--- src/rtl/ikaopll_mix_accum.sv ---
// ikaopll_mix_accum: sums one frame of OPLL melody/rhythm samples into a saturated PCM word and queues it in a 2-entry FIFO.
//   i_EMUCLK/i_RST_n (async, active-low)/i_phiM_PCEN_n (active-low enable)
//   i_MO_SAMPLE/i_MO, i_RO_SAMPLE/i_RO : sample strobes and signed samples
//   i_FRAME_SYNC : frame boundary; i_CLR_FLAGS : clears sticky flags
//   o_PCM/o_PCM_VALID/i_PCM_READY : FIFO head handshake
//   o_MO_CNT/o_RO_CNT : strobe counts of last closed frame; o_OVERRUN/o_CLIP : sticky flags
module ikaopll_mix_accum #(
  parameter int RO_SHIFT   = 1,
  parameter int OUT_SHIFT  = 2,
  parameter int FIFO_DEPTH = 2
) (
  input  logic        i_EMUCLK,
  input  logic        i_RST_n,
  input  logic        i_phiM_PCEN_n,
  input  logic        i_MO_SAMPLE,
  input  logic        i_RO_SAMPLE,
  input  logic [9:0]  i_MO,
  input  logic [9:0]  i_RO,
  input  logic        i_FRAME_SYNC,
  input  logic        i_CLR_FLAGS,
  output logic [15:0] o_PCM,
  output logic        o_PCM_VALID,
  input  logic        i_PCM_READY,
  output logic [4:0]  o_MO_CNT,
  output logic [4:0]  o_RO_CNT,
  output logic        o_OVERRUN,
  output logic        o_CLIP
);
  typedef enum logic {WAIT_SYNC, ACCUM} state_t;
  state_t state, state_nxt;
  logic en, mo_d, ro_d, sync_d, mo_ev, ro_ev, sync_ev, close, acc_upd;
  logic signed [17:0] acc, acc_nxt;
  logic signed [19:0] add_mo, add_ro, sum;
  logic signed [21:0] scaled;
  logic [15:0] result, head, tail, head_nxt, tail_nxt;
  logic clip_det, full, pop, push, drop, overrun, clip;
  logic [1:0] cnt, cnt_nxt;
  logic [4:0] mo_cnt, ro_cnt, mo_base, ro_base, mo_cnt_nxt, ro_cnt_nxt, mo_last, ro_last;
  assign en      = ~i_phiM_PCEN_n;
  assign mo_ev   = en & i_MO_SAMPLE & ~mo_d;
  assign ro_ev   = en & i_RO_SAMPLE & ~ro_d;
  assign sync_ev = en & i_FRAME_SYNC & ~sync_d;
  assign close   = sync_ev & (state == ACCUM);
  assign full    = cnt == 2'(FIFO_DEPTH);
  assign pop     = en & (cnt != 2'd0) & i_PCM_READY;
  assign push    = close & (~full | pop);
  assign drop    = close & full & ~pop;
  always_comb begin
    state_nxt  = sync_ev ? ACCUM : state;
    acc_upd    = (state == ACCUM) | sync_ev;
    add_mo     = mo_ev ? 20'($signed(i_MO)) : '0;
    add_ro     = ro_ev ? 20'($signed(i_RO)) <<< RO_SHIFT : '0;
    // a strobe coinciding with sync seeds the new frame instead of the old one
    sum        = (sync_ev ? 20'sd0 : 20'(acc)) + add_mo + add_ro;
    acc_nxt    = sum > 20'sd131071 ? 18'sd131071 : sum < -20'sd131071 ? -18'sd131071 : sum[17:0];
    mo_base    = sync_ev ? 5'd0 : mo_cnt;
    ro_base    = sync_ev ? 5'd0 : ro_cnt;
    mo_cnt_nxt = mo_ev && mo_base != 5'd31 ? mo_base + 5'd1 : mo_base;
    ro_cnt_nxt = ro_ev && ro_base != 5'd31 ? ro_base + 5'd1 : ro_base;
    scaled     = 22'(acc) <<< OUT_SHIFT;
    clip_det   = scaled > 22'sd32767 || scaled < -22'sd32768;
    result     = scaled > 22'sd32767 ? 16'h7fff : scaled < -22'sd32768 ? 16'h8000 : scaled[15:0];
    // head refills from tail when two are queued; an empty FIFO keeps its last word
    head_nxt   = pop && cnt == 2'd2 ? tail : push && (cnt == 2'd0 || (pop && cnt == 2'd1)) ? result : head;
    tail_nxt   = push && ((cnt == 2'd1 && !pop) || cnt == 2'd2) ? result : tail;
    cnt_nxt    = cnt + {1'b0, push} - {1'b0, pop};
  end
  always_ff @(posedge i_EMUCLK or negedge i_RST_n) begin
    if (!i_RST_n) begin
      state   <= WAIT_SYNC;
      {mo_d, ro_d, sync_d} <= '0;
      acc     <= '0;
      mo_cnt  <= '0;
      ro_cnt  <= '0;
      mo_last <= '0;
      ro_last <= '0;
      head    <= '0;
      tail    <= '0;
      cnt     <= '0;
      overrun <= 1'b0;
      clip    <= 1'b0;
    end else if (en) begin
      state   <= state_nxt;
      {mo_d, ro_d, sync_d} <= {i_MO_SAMPLE, i_RO_SAMPLE, i_FRAME_SYNC};
      if (acc_upd) begin
        acc    <= acc_nxt;
        mo_cnt <= mo_cnt_nxt;
        ro_cnt <= ro_cnt_nxt;
      end
      if (close) begin
        mo_last <= mo_cnt;
        ro_last <= ro_cnt;
      end
      head    <= head_nxt;
      tail    <= tail_nxt;
      cnt     <= cnt_nxt;
      overrun <= drop | (overrun & ~i_CLR_FLAGS);
      clip    <= (close & clip_det) | (clip & ~i_CLR_FLAGS);
    end
  end
  assign o_PCM       = head;
  assign o_PCM_VALID = cnt != 2'd0;
  assign o_MO_CNT    = mo_last;
  assign o_RO_CNT    = ro_last;
  assign o_OVERRUN   = overrun;
  assign o_CLIP      = clip;
endmodule

--- config.mk ---
export PLATFORM = sky130hd
export DESIGN_NAME = ikaopll_mix_accum
export DESIGN_NICKNAME = d
export VERILOG_FILES = /design/src/rtl/ikaopll_mix_accum.sv
export SDC_FILE = /design/constraint.sdc
export NUM_CORES = 1
export LEC_CHECK = 0
export CORE_MARGIN = 10
export CORE_UTILIZATION = 59
export CTS_BUF_LIST = sky130_fd_sc_hd__clkbuf_8
export CTS_CLUSTER_SIZE = 16
export DETAILED_ROUTE_END_ITERATION = 10
export DONT_BUFFER_PORTS = 1
export GPL_ROUTABILITY_DRIVEN = 0
export HOLD_SLACK_MARGIN = 0.08
export PLACE_DENSITY = 0.78
export SETUP_SLACK_MARGIN = 0.02
export SLEW_MARGIN = 20
export SYNTH_ARGS = -nofsm -noshare
export SYNTH_HDL_FRONTEND = slang
export SYNTH_SLANG_ARGS = --single-unit
--- constraint.sdc ---
create_clock -name i_EMUCLK -period 4.9 [get_ports i_EMUCLK]
set_clock_uncertainty 0.2 [all_clocks]
set_input_delay 0.735 -clock i_EMUCLK [delete_from_list [all_inputs] [get_ports i_EMUCLK]]
set_output_delay 0.735 -clock i_EMUCLK [all_outputs]
set_load 0.05 [all_outputs]
==> results of run 1 <==
-- final cells by class --
cell class / instances / area (um2)
antenna: 1 / 2.50
clock buffer: 9 / 124
clock inverter: 6 / 114
fill: 635 / 2660
inverter: 26 / 97.6
multi-input combinational: 424 / 2980
sequential: 76 / 1900
tap: 105 / 131
timing repair buffer: 36 / 290
-- flip-flops by register name (all words and copies together), names as in the netlist --
name,flops
o_CLIP,1
mo_cnt,5
cnt,2
o_PCM,15
ro_d,1
tail,15
mo_d,1
sync_d,1
ro_cnt,5
o_MO_CNT,5
o_OVERRUN,1
state,1
acc,18
o_RO_CNT,5
-- power by group --
group	switching, mW	internal [mW]
registers	0.487	0.859
logic	0.877	0.683
clock network	0.227	0.336
total	1.59	1.88
-- metal layers --
metal | wire length (um) | up-vias
li1 | - | 1982
met1 | 5100 | 1962
met2 | 5600 | 100
met3 | 644 | 13
met4 | 131 | 0
met5 | 0 | -
-- cell usage in the layout (no fill, tap or decap), types with 7 or more instances in the layout --
cell and count:
a21o_1 10, a21oi_1 43, a221o_1 11, a31oi_1 7, and2_1 26, buf_4 35, clkbuf_8 9, dfrtp_1 76
fa_1 18, ha_1 25, inv_1 26, mux2_2 14, mux2i_1 7, nand2_1 66, nand4_1 7, nor2_1 49
o21ai_0 43, xnor2_1 8, xor2_1 7
-- worst max-delay path, cell delays in order --
cell and delay [ns]:
nand2b_1 0.16, nor2_2 0.27, and2_2 0.23, inv_1 0.08, fa_1 0.53, inv_1 0.04, ha_1 0.38, a21o_1 0.20
a221oi_1 0.29, o21ai_0 0.17, xor2_1 0.19, or3_1 0.42, nor4_4 0.25, a31oi_1 0.14, buf_4 0.19, a311o_1 0.35
-- cell families after synthesis --
group	after synthesis
muxes	22
AOI/OAI and AO/OA	148
buffers and inverters	51
and+or+nand+nor	195
DFF	76
xor gates and xnor gates	16
adders and majority gates	43
-- worst max-delay path by stage --
stage                        startpoint  endpoint  slack, ns  cells after the start
final                     i_phiM_PCEN_n    acc[6]       0.27                     16
after global routing      i_phiM_PCEN_n    acc[6]       0.05                     16
after CTS                 i_phiM_PCEN_n    acc[6]       0.30                     16
after detailed placement  i_phiM_PCEN_n    acc[6]      -0.06                     16
after global placement    i_phiM_PCEN_n    acc[6]     0.0005                     16
after floorplan           i_phiM_PCEN_n   acc[10]       0.08                     16
==> impl_metrics.toml, run 1 <==
[worst_setup_path]
crit_type = "in2reg"
cp.arrival_ns = 4.65
r2r_cells = 15
cp_max_fo = 13
setup.worst_path.start_class = "input pin"
r2r_end = "acc[6]"
worst_ep_required_time_ns = 4.92
end_kind = "flip-flop"
r2r_slack_ns = 0.41
r2r_start = "mo_d"

[placed_design]
postPlaceCellArea_mm2 = 0.00537
post-place-ws_ns = -0.0603
post-dp-hpwl_um = 8940
io_buffers = 0
placed_cells = 666

[final_layout]
synthToLayoutAreaGrowth_pct = 11.1
fin_util_pct = 68.0
final_area_mm2 = 0.00564
fin_cells = 683
final_net_count = 644
drive_above_1_share_pct = 13.5

[synth]
synth_top_family_by_area = "compound AO/OA/AOI/OAI gates"
avgSynthCellArea_um2 = 9.22
seq_area_frac_synth_pct = 37.4
yosysMostFrequentCell = "dfrtp_1"
yosys.area.top_type = "dfrtp_1"
synth_cell_types = 59
synth_common_cells = "76 x dfrtp_1, 66 x nand2_1, 51 x nor2_1"
syn_nets = 622
synth.area.top_cells = "dfrtp_1 37%, fa_1 7.1%, ha_1 6.2%"
syn_area_mm2 = 0.00508
synth-xor-area-share_pct = 2.90
synthFlopType = "dfrtp_1"
synth_top_area_share_pct = 37.4
synth_fa_ha_area_share_pct = 13.2
synth_edf_count = 0
yosys.area_share.simple_pct = 18.7
yosysWarnings = 0
syn_inst = 551
synth_compound_area_share_pct = 18.8
synthMuxAreaShare_pct = 4.78
yosys_register_bits = 76
async_flop_share_pct = 100

[sta]
rsz0062_at_grt = "no"
final_hold_viol_count = 0
setup_viol = 0
fmax_ghz = 0.216
finalMaxSlewViolations = 0
fin_hold_ws_ns = 0.0795
finalCriticalPeriod_ns = 4.63
period_share_pct = 94.5
worst_slew_pin_slew_ns = 0.898
fin_tns_setup_ns = 0
fin_ws_ns = 0.272
relSlewSlack_pct = 40.2

[clock_tree]
cts_hold_buf = 1
clock_latency_ns = 0.34
path_clk_slew_ns = 0.08
cts-root-buf = "clkbuf_8"
numCtsBuffers = 9
post_cts_resized = 0
cts_tree = "yes"
post_cts_buffers = 0
cts.sinks = 76
htree_levels = 3
clockBufferDepth = 2

[route]
dr.pass1.iters = 5
drtIter0Drc = 293
ant_nets = 0
avgRoutedWirePerCell_um = 16.8
route.detailed.drc = 0
vias_per_cell = 5.94
wl_um = 11500
vias = 4057

[global_route]
grt.met3_usage_pct = 3.96
track_usage_pct = 17.9
grt_pass1_vias = 3892
busiest_layer = "met2"
grt_pass1_wl_um = 19200
grt_max_degree = 77
grtUsageMet2_pct = 29.6
gr-total-overflow = 0
antenna_found_initial = 1
use_met1_pct = 23.4

[floorplanning]
dieArea_mm2 = 0.0127
fp-row-count = 33
die_h_um = 113
num_io_pins = 57
fp.dieW_um = 113
core_mm2 = 0.00830
start_util_pct = 61.2

[power]
p_leak_nw = 2.68
peakVddDrop_mv = 0.269
power_density_mw_per_mm2 = 614
total_power_mw = 3.47

[flow_run]
max_cap_violations = 0

[min_path]
min-delay-path-class = "in2async"

[run_status]
status = "finished, final reports clean"
(Power assumes the default switching activity.)
==> run 2, diff against run 1 <==
--- a/config.mk
+++ b/config.mk
@@ -5,6 +5,7 @@
 export SDC_FILE = /design/constraint.sdc
 export NUM_CORES = 1
 export LEC_CHECK = 0
+export CAP_MARGIN = 0
 export CORE_MARGIN = 10
 export CORE_UTILIZATION = 59
 export CTS_BUF_LIST = sky130_fd_sc_hd__clkbuf_8
@@ -13,6 +14,7 @@
 export DONT_BUFFER_PORTS = 1
 export GPL_ROUTABILITY_DRIVEN = 0
 export HOLD_SLACK_MARGIN = 0.08
+export MAX_ROUTING_LAYER = met4
 export PLACE_DENSITY = 0.78
 export SETUP_SLACK_MARGIN = 0.02
 export SLEW_MARGIN = 20
==> impl_metrics.toml, run 2 (same netlist as run 1, synthesis figures left out) <==
[placed_design]
placed_cells = 666
postPlaceCellArea_mm2 = 0.00537
io_buffers = 0
post-dp-hpwl_um = 8940

[clock_tree]
clock_latency_ns = 0.34
clockBufferDepth = 2
cts-root-buf = "clkbuf_8"
path_clk_slew_ns = 0.08
numCtsBuffers = 9
htree_levels = 3
cts.sinks = 76
cts_tree = "yes"

[worst_setup_path]
worst_ep_required_time_ns = 4.93
setup.worst_path.start_class = "input pin"
crit_type = "in2reg"
r2r_end = "acc[6]"
r2r_start = "mo_d"
cp.arrival_ns = 4.67
cp_max_fo = 13
end_kind = "flip-flop"
r2r_cells = 15
r2r_slack_ns = 0.39
cp-startpoint = "i_phiM_PCEN_n"
endpoint = "acc[6]"

[route]
vias_per_cell = 5.93
wl_um = 11500
vias = 4047
dr.pass1.iters = 5
drtIter0Drc = 296
ant_nets = 0
route.detailed.drc = 0
avgRoutedWirePerCell_um = 16.9

[power]
total_power_mw = 3.47
peakVddDrop_mv = 0.272
p_leak_nw = 2.68
power_density_mw_per_mm2 = 615

[sta]
rsz0062_at_grt = "no"
fmax_ghz = 0.215
finalCriticalPeriod_ns = 4.64
setup_viol = 0
finalMaxSlewViolations = 0
worst_slew_pin_slew_ns = 0.898
relSlewSlack_pct = 40.2
fin_tns_setup_ns = 0
final_hold_viol_count = 0
period_share_pct = 94.8

[floorplanning]
die_h_um = 113
core_mm2 = 0.00830
num_io_pins = 57
start_util_pct = 61.2
dieArea_mm2 = 0.0127
fp-row-count = 33
fp.dieW_um = 113

[final_layout]
regMostFlops = "acc"
synthToLayoutAreaGrowth_pct = 11.1
fin_cells = 683
final_net_count = 644
n_fill_cell = 635
final_area_mm2 = 0.00564
drive_above_1_share_pct = 13.5
final_common_cell = "dfrtp_1"
layout_common_cells = "76 x dfrtp_1, 66 x nand2_1, 49 x nor2_1, 43 x a21oi_1, 43 x o21ai_0"
largest_reg_flops = 18

[global_route]
gr-total-overflow = 0
track_usage_pct = 18.5
grt_pass1_wl_um = 19200
antenna_found_initial = 1
grt_max_degree = 77
grt_pass1_vias = 3888

[min_path]
min-delay-path-class = "in2async"

[flow_run]
max_cap_violations = 0

[run_status]
status = "finished, final reports clean"
==> run 2: cell counts in the layout (fill, tap and decap cells not counted) <==
No cell type changed its count.
==> run 2: worst min path at each step <==
| stage | end | slack, ns | depth (start not counted) |
|---|---|---|---|
| floorplan | acc[0] | 0.24 | 0 |
| global placement | o_OVERRUN | 0.24 | 0 |
| detailed placement | cnt[1] | 0.24 | 0 |
| CTS | o_RO_CNT[4] | 0.09 | 1 |
| global route | o_RO_CNT[4] | 0.09 | 1 |
| finish | o_RO_CNT[4] | 0.08 | 1 |
==> run 2: worst max-delay path: stages <==
cell and delay (ns):
nand2b_1 0.16, nor2_2 0.27, and2_2 0.23, inv_1 0.08
fa_1 0.53, inv_1 0.04, ha_1 0.38, a21o_1 0.21
a221oi_1 0.30, o21ai_0 0.17, xor2_1 0.20, or3_1 0.43
nor4_4 0.25, a31oi_1 0.14, buf_4 0.19, a311o_1 0.35
==> run 2: metrics by stage <==
step,util (%),hold slack [ns],setup slack [ns]
after global routing,68.0,0.0891,0.0477
after floorplan,-,0.239,0.0759
final,68.0,0.0789,0.256
after global placement,64.7,0.243,0.000531
after CTS,67.9,0.0859,0.301
after detailed placement,64.7,0.243,-0.0603
==> run 2: what timing repair did <==
| action | 4_1_cts | 5_1_grt |
|---|---|---|
| hold buffers | 1 | 0 |
| endpoints found under the hold margin | 76 | 0 |
| setup endpoints to repair | 0 | 0 |
| gates resized for setup | 0 | 0 |
| setup buffers | 0 | 0 |
==> run 2: area by class of cell <==
cell class                 instances  area (um2)  share of cell area (%)
antenna                            1        2.50                  0.0443
clock buffer                       9         124                    2.19
clock inverter                     6         114                    2.02
inverter                          26        97.6                    1.73
multi-input combinational        424        2980                    52.8
sequential                        76        1900                    33.7
tap                              105         131                    2.33
timing repair buffer              36         290                    5.14
==> run 2: power by group <==
group | leakage [nW] | switching [mW] | internal (mW) | total [mW]
clock network | 0.112 | 0.227 | 0.336 | 0.563
registers | 0.929 | 0.489 | 0.859 | 1.35
logic | 1.64 | 0.881 | 0.683 | 1.56
total | 2.68 | 1.60 | 1.88 | 3.47
==> run 2: per-layer routing <==
layer	up-vias	track usage, %	wire length (um)	part of all wire (%)
met5	-	-	0	0
met4	0	4.23	112	0.97
met3	10	3.70	650	5.6
met2	111	29.5	5650	49
met1	1948	23.7	5110	44
li1	1978	-	-	-
==> run 3, diff against run 2 <==
--- a/config.mk
+++ b/config.mk
@@ -6,7 +6,7 @@
 export NUM_CORES = 1
 export LEC_CHECK = 0
 export CAP_MARGIN = 0
-export CORE_MARGIN = 10
+export CORE_MARGIN = 2
 export CORE_UTILIZATION = 59
 export CTS_BUF_LIST = sky130_fd_sc_hd__clkbuf_8
 export CTS_CLUSTER_SIZE = 16
==> impl_metrics.toml, run 3 (same netlist as run 1, synthesis figures left out) <==
[final_layout]
fin_cells = 690
synthToLayoutAreaGrowth_pct = 11.4
largest_reg_flops = 18
n_fill_cell = 661
antenna_cells = 0
layout_common_cells = "76 x dfrtp_1, 66 x nand2_1, 49 x nor2_1, 43 x a21oi_1, 43 x o21ai_0"
drive_above_1_share_pct = 14.7
regMostFlops = "acc"
final_area_mm2 = 0.00566
final_common_cell = "dfrtp_1"
final_net_count = 652

[min_path]
min-delay-path-class = "in2async"

[sta]
fmax_ghz = 0.216
relSlewSlack_pct = 36.8
finalMaxSlewViolations = 0
setup_viol = 0
fin_hold_ws_ns = 0.0773
fin_ws_ns = 0.264
finalCriticalPeriod_ns = 4.64
final_hold_viol_count = 0
worst_slew_pin_slew_ns = 0.948
rsz0062_at_grt = "no"
period_share_pct = 94.6

[route]
wl_um = 11100
vias_per_cell = 6.01
drtIter0Drc = 234
route.detailed.drc = 0
dr.pass1.iters = 5
vias = 4148
ant_nets = 0
avgRoutedWirePerCell_um = 16.1

[floorplanning]
fp-row-count = 33
start_util_pct = 61.2
die_h_um = 96.8
core_mm2 = 0.00830
num_io_pins = 57
fp.dieW_um = 96.8
dieArea_mm2 = 0.00937

[worst_setup_path]
cp_max_fo = 13
worst_ep_required_time_ns = 4.98
r2r_slack_ns = 0.38
end_kind = "flip-flop"
cp.arrival_ns = 4.71
crit_type = "in2reg"
setup.worst_path.start_class = "input pin"

[clock_tree]
cts_tree = "yes"
clock_latency_ns = 0.34
htree_levels = 3
path_clk_slew_ns = 0.08
cts.sinks = 76
cts-root-buf = "clkbuf_8"
clockBufferDepth = 2
numCtsBuffers = 9

[placed_design]
postPlaceCellArea_mm2 = 0.00544
post-place-ws_ns = -0.0667
post-dp-hpwl_um = 8500
placed_cells = 674
io_buffers = 0

[global_route]
antenna_found_initial = 0
gr-total-overflow = 0
track_usage_pct = 24.7
grt_pass1_vias = 3905
grt_pass1_wl_um = 18500
grt_max_degree = 77

[power]
power_density_mw_per_mm2 = 595
peakVddDrop_mv = 0.231
p_leak_nw = 2.69

[flow_run]
max_cap_violations = 0

[run_status]
status = "finished, final reports clean"
## run 3: cell count changes in the layout (fill, tap and decap cells not counted), sizes merged
cell / delta
diode: -1
buf: +8
clkinv: +1
bufinv: -2
clkinvlp: +1
## run 3: repair_timing
action | 4_1_cts | 5_1_grt
setup buffers | 0 | 0
gates resized for setup | 0 | 0
setup endpoints to repair | 0 | 0
hold endpoints to repair | 76 | 0
hold buffers | 1 | 0
## run 3: critical path, stage by stage
cell and delay (ns):
nand2b_1 0.15, nor2_2 0.28, buf_4 0.18, and2_2 0.14, inv_1 0.06, fa_1 0.53, inv_1 0.04, ha_1 0.34
a21o_1 0.19, a31o_1 0.23, a211o_1 0.34, or4_1 0.45, a31oi_1 0.29, o21ai_1 0.12, a31oi_1 0.27, buf_4 0.20
a221o_1 0.16
## run 3: final timing paths
| path | startpoint | end | cells after the start |
|---|---|---|---|
| max reg2reg | mo_d | acc[4] | 16 |
| min in group i_EMUCLK | i_PCM_READY | o_OVERRUN | 1 |
| max in group asynchronous | i_RST_n | tail[3] | 1 |
| min | i_RST_n | o_RO_CNT[0] | 1 |
| max | i_phiM_PCEN_n | acc[4] | 17 |
| min reg2reg | tail[4] | tail[4] | 2 |
## run 3: cell type report
cell class	count	area (um2)	area share (%)
clock buffers	9	124	2.19
clock inverters	6	66.3	1.17
inverters	26	97.6	1.72
multi-input cells	424	2980	52.6
flip-flops and latches	76	1900	33.6
well taps	105	131	2.32
repair buffers	44	363	6.41
## run 3: through the flow
| stage | power, mW | utilization, % | TNS, ns |
|---|---|---|---|
| after global routing | 3.62 | 68.2 | 0 |
| after floorplan | 2.44 | - | 0 |
| after detailed placement | 2.88 | 65.6 | -0.390 |
| after global placement | 2.82 | 65.6 | 0 |
| final | 3.37 | 68.2 | 0 |
| after CTS | 3.37 | 68.2 | 0 |
## run 3: power by group
group | internal [mW] | total [mW] | switching, mW | leakage (nW)
logic | 0.702 | 1.56 | 0.863 | 1.68
registers | 0.859 | 1.34 | 0.481 | 0.929
clock network | 0.232 | 0.465 | 0.232 | 0.0873
total | 1.79 | 3.37 | 1.58 | 2.69
## run 3: metal layers
| metal | vias to the layer above | GRT usage, % | share of wire [%] |
|---|---|---|---|
| met5 | - | - | 0 |
| met3 | 22 | 4.41 | 5.3 |
| met4 | 0 | 8.23 | 2.0 |
| li1 | 1987 | - | - |
| met1 | 2013 | 33.1 | 45 |
| met2 | 126 | 38.6 | 48 |
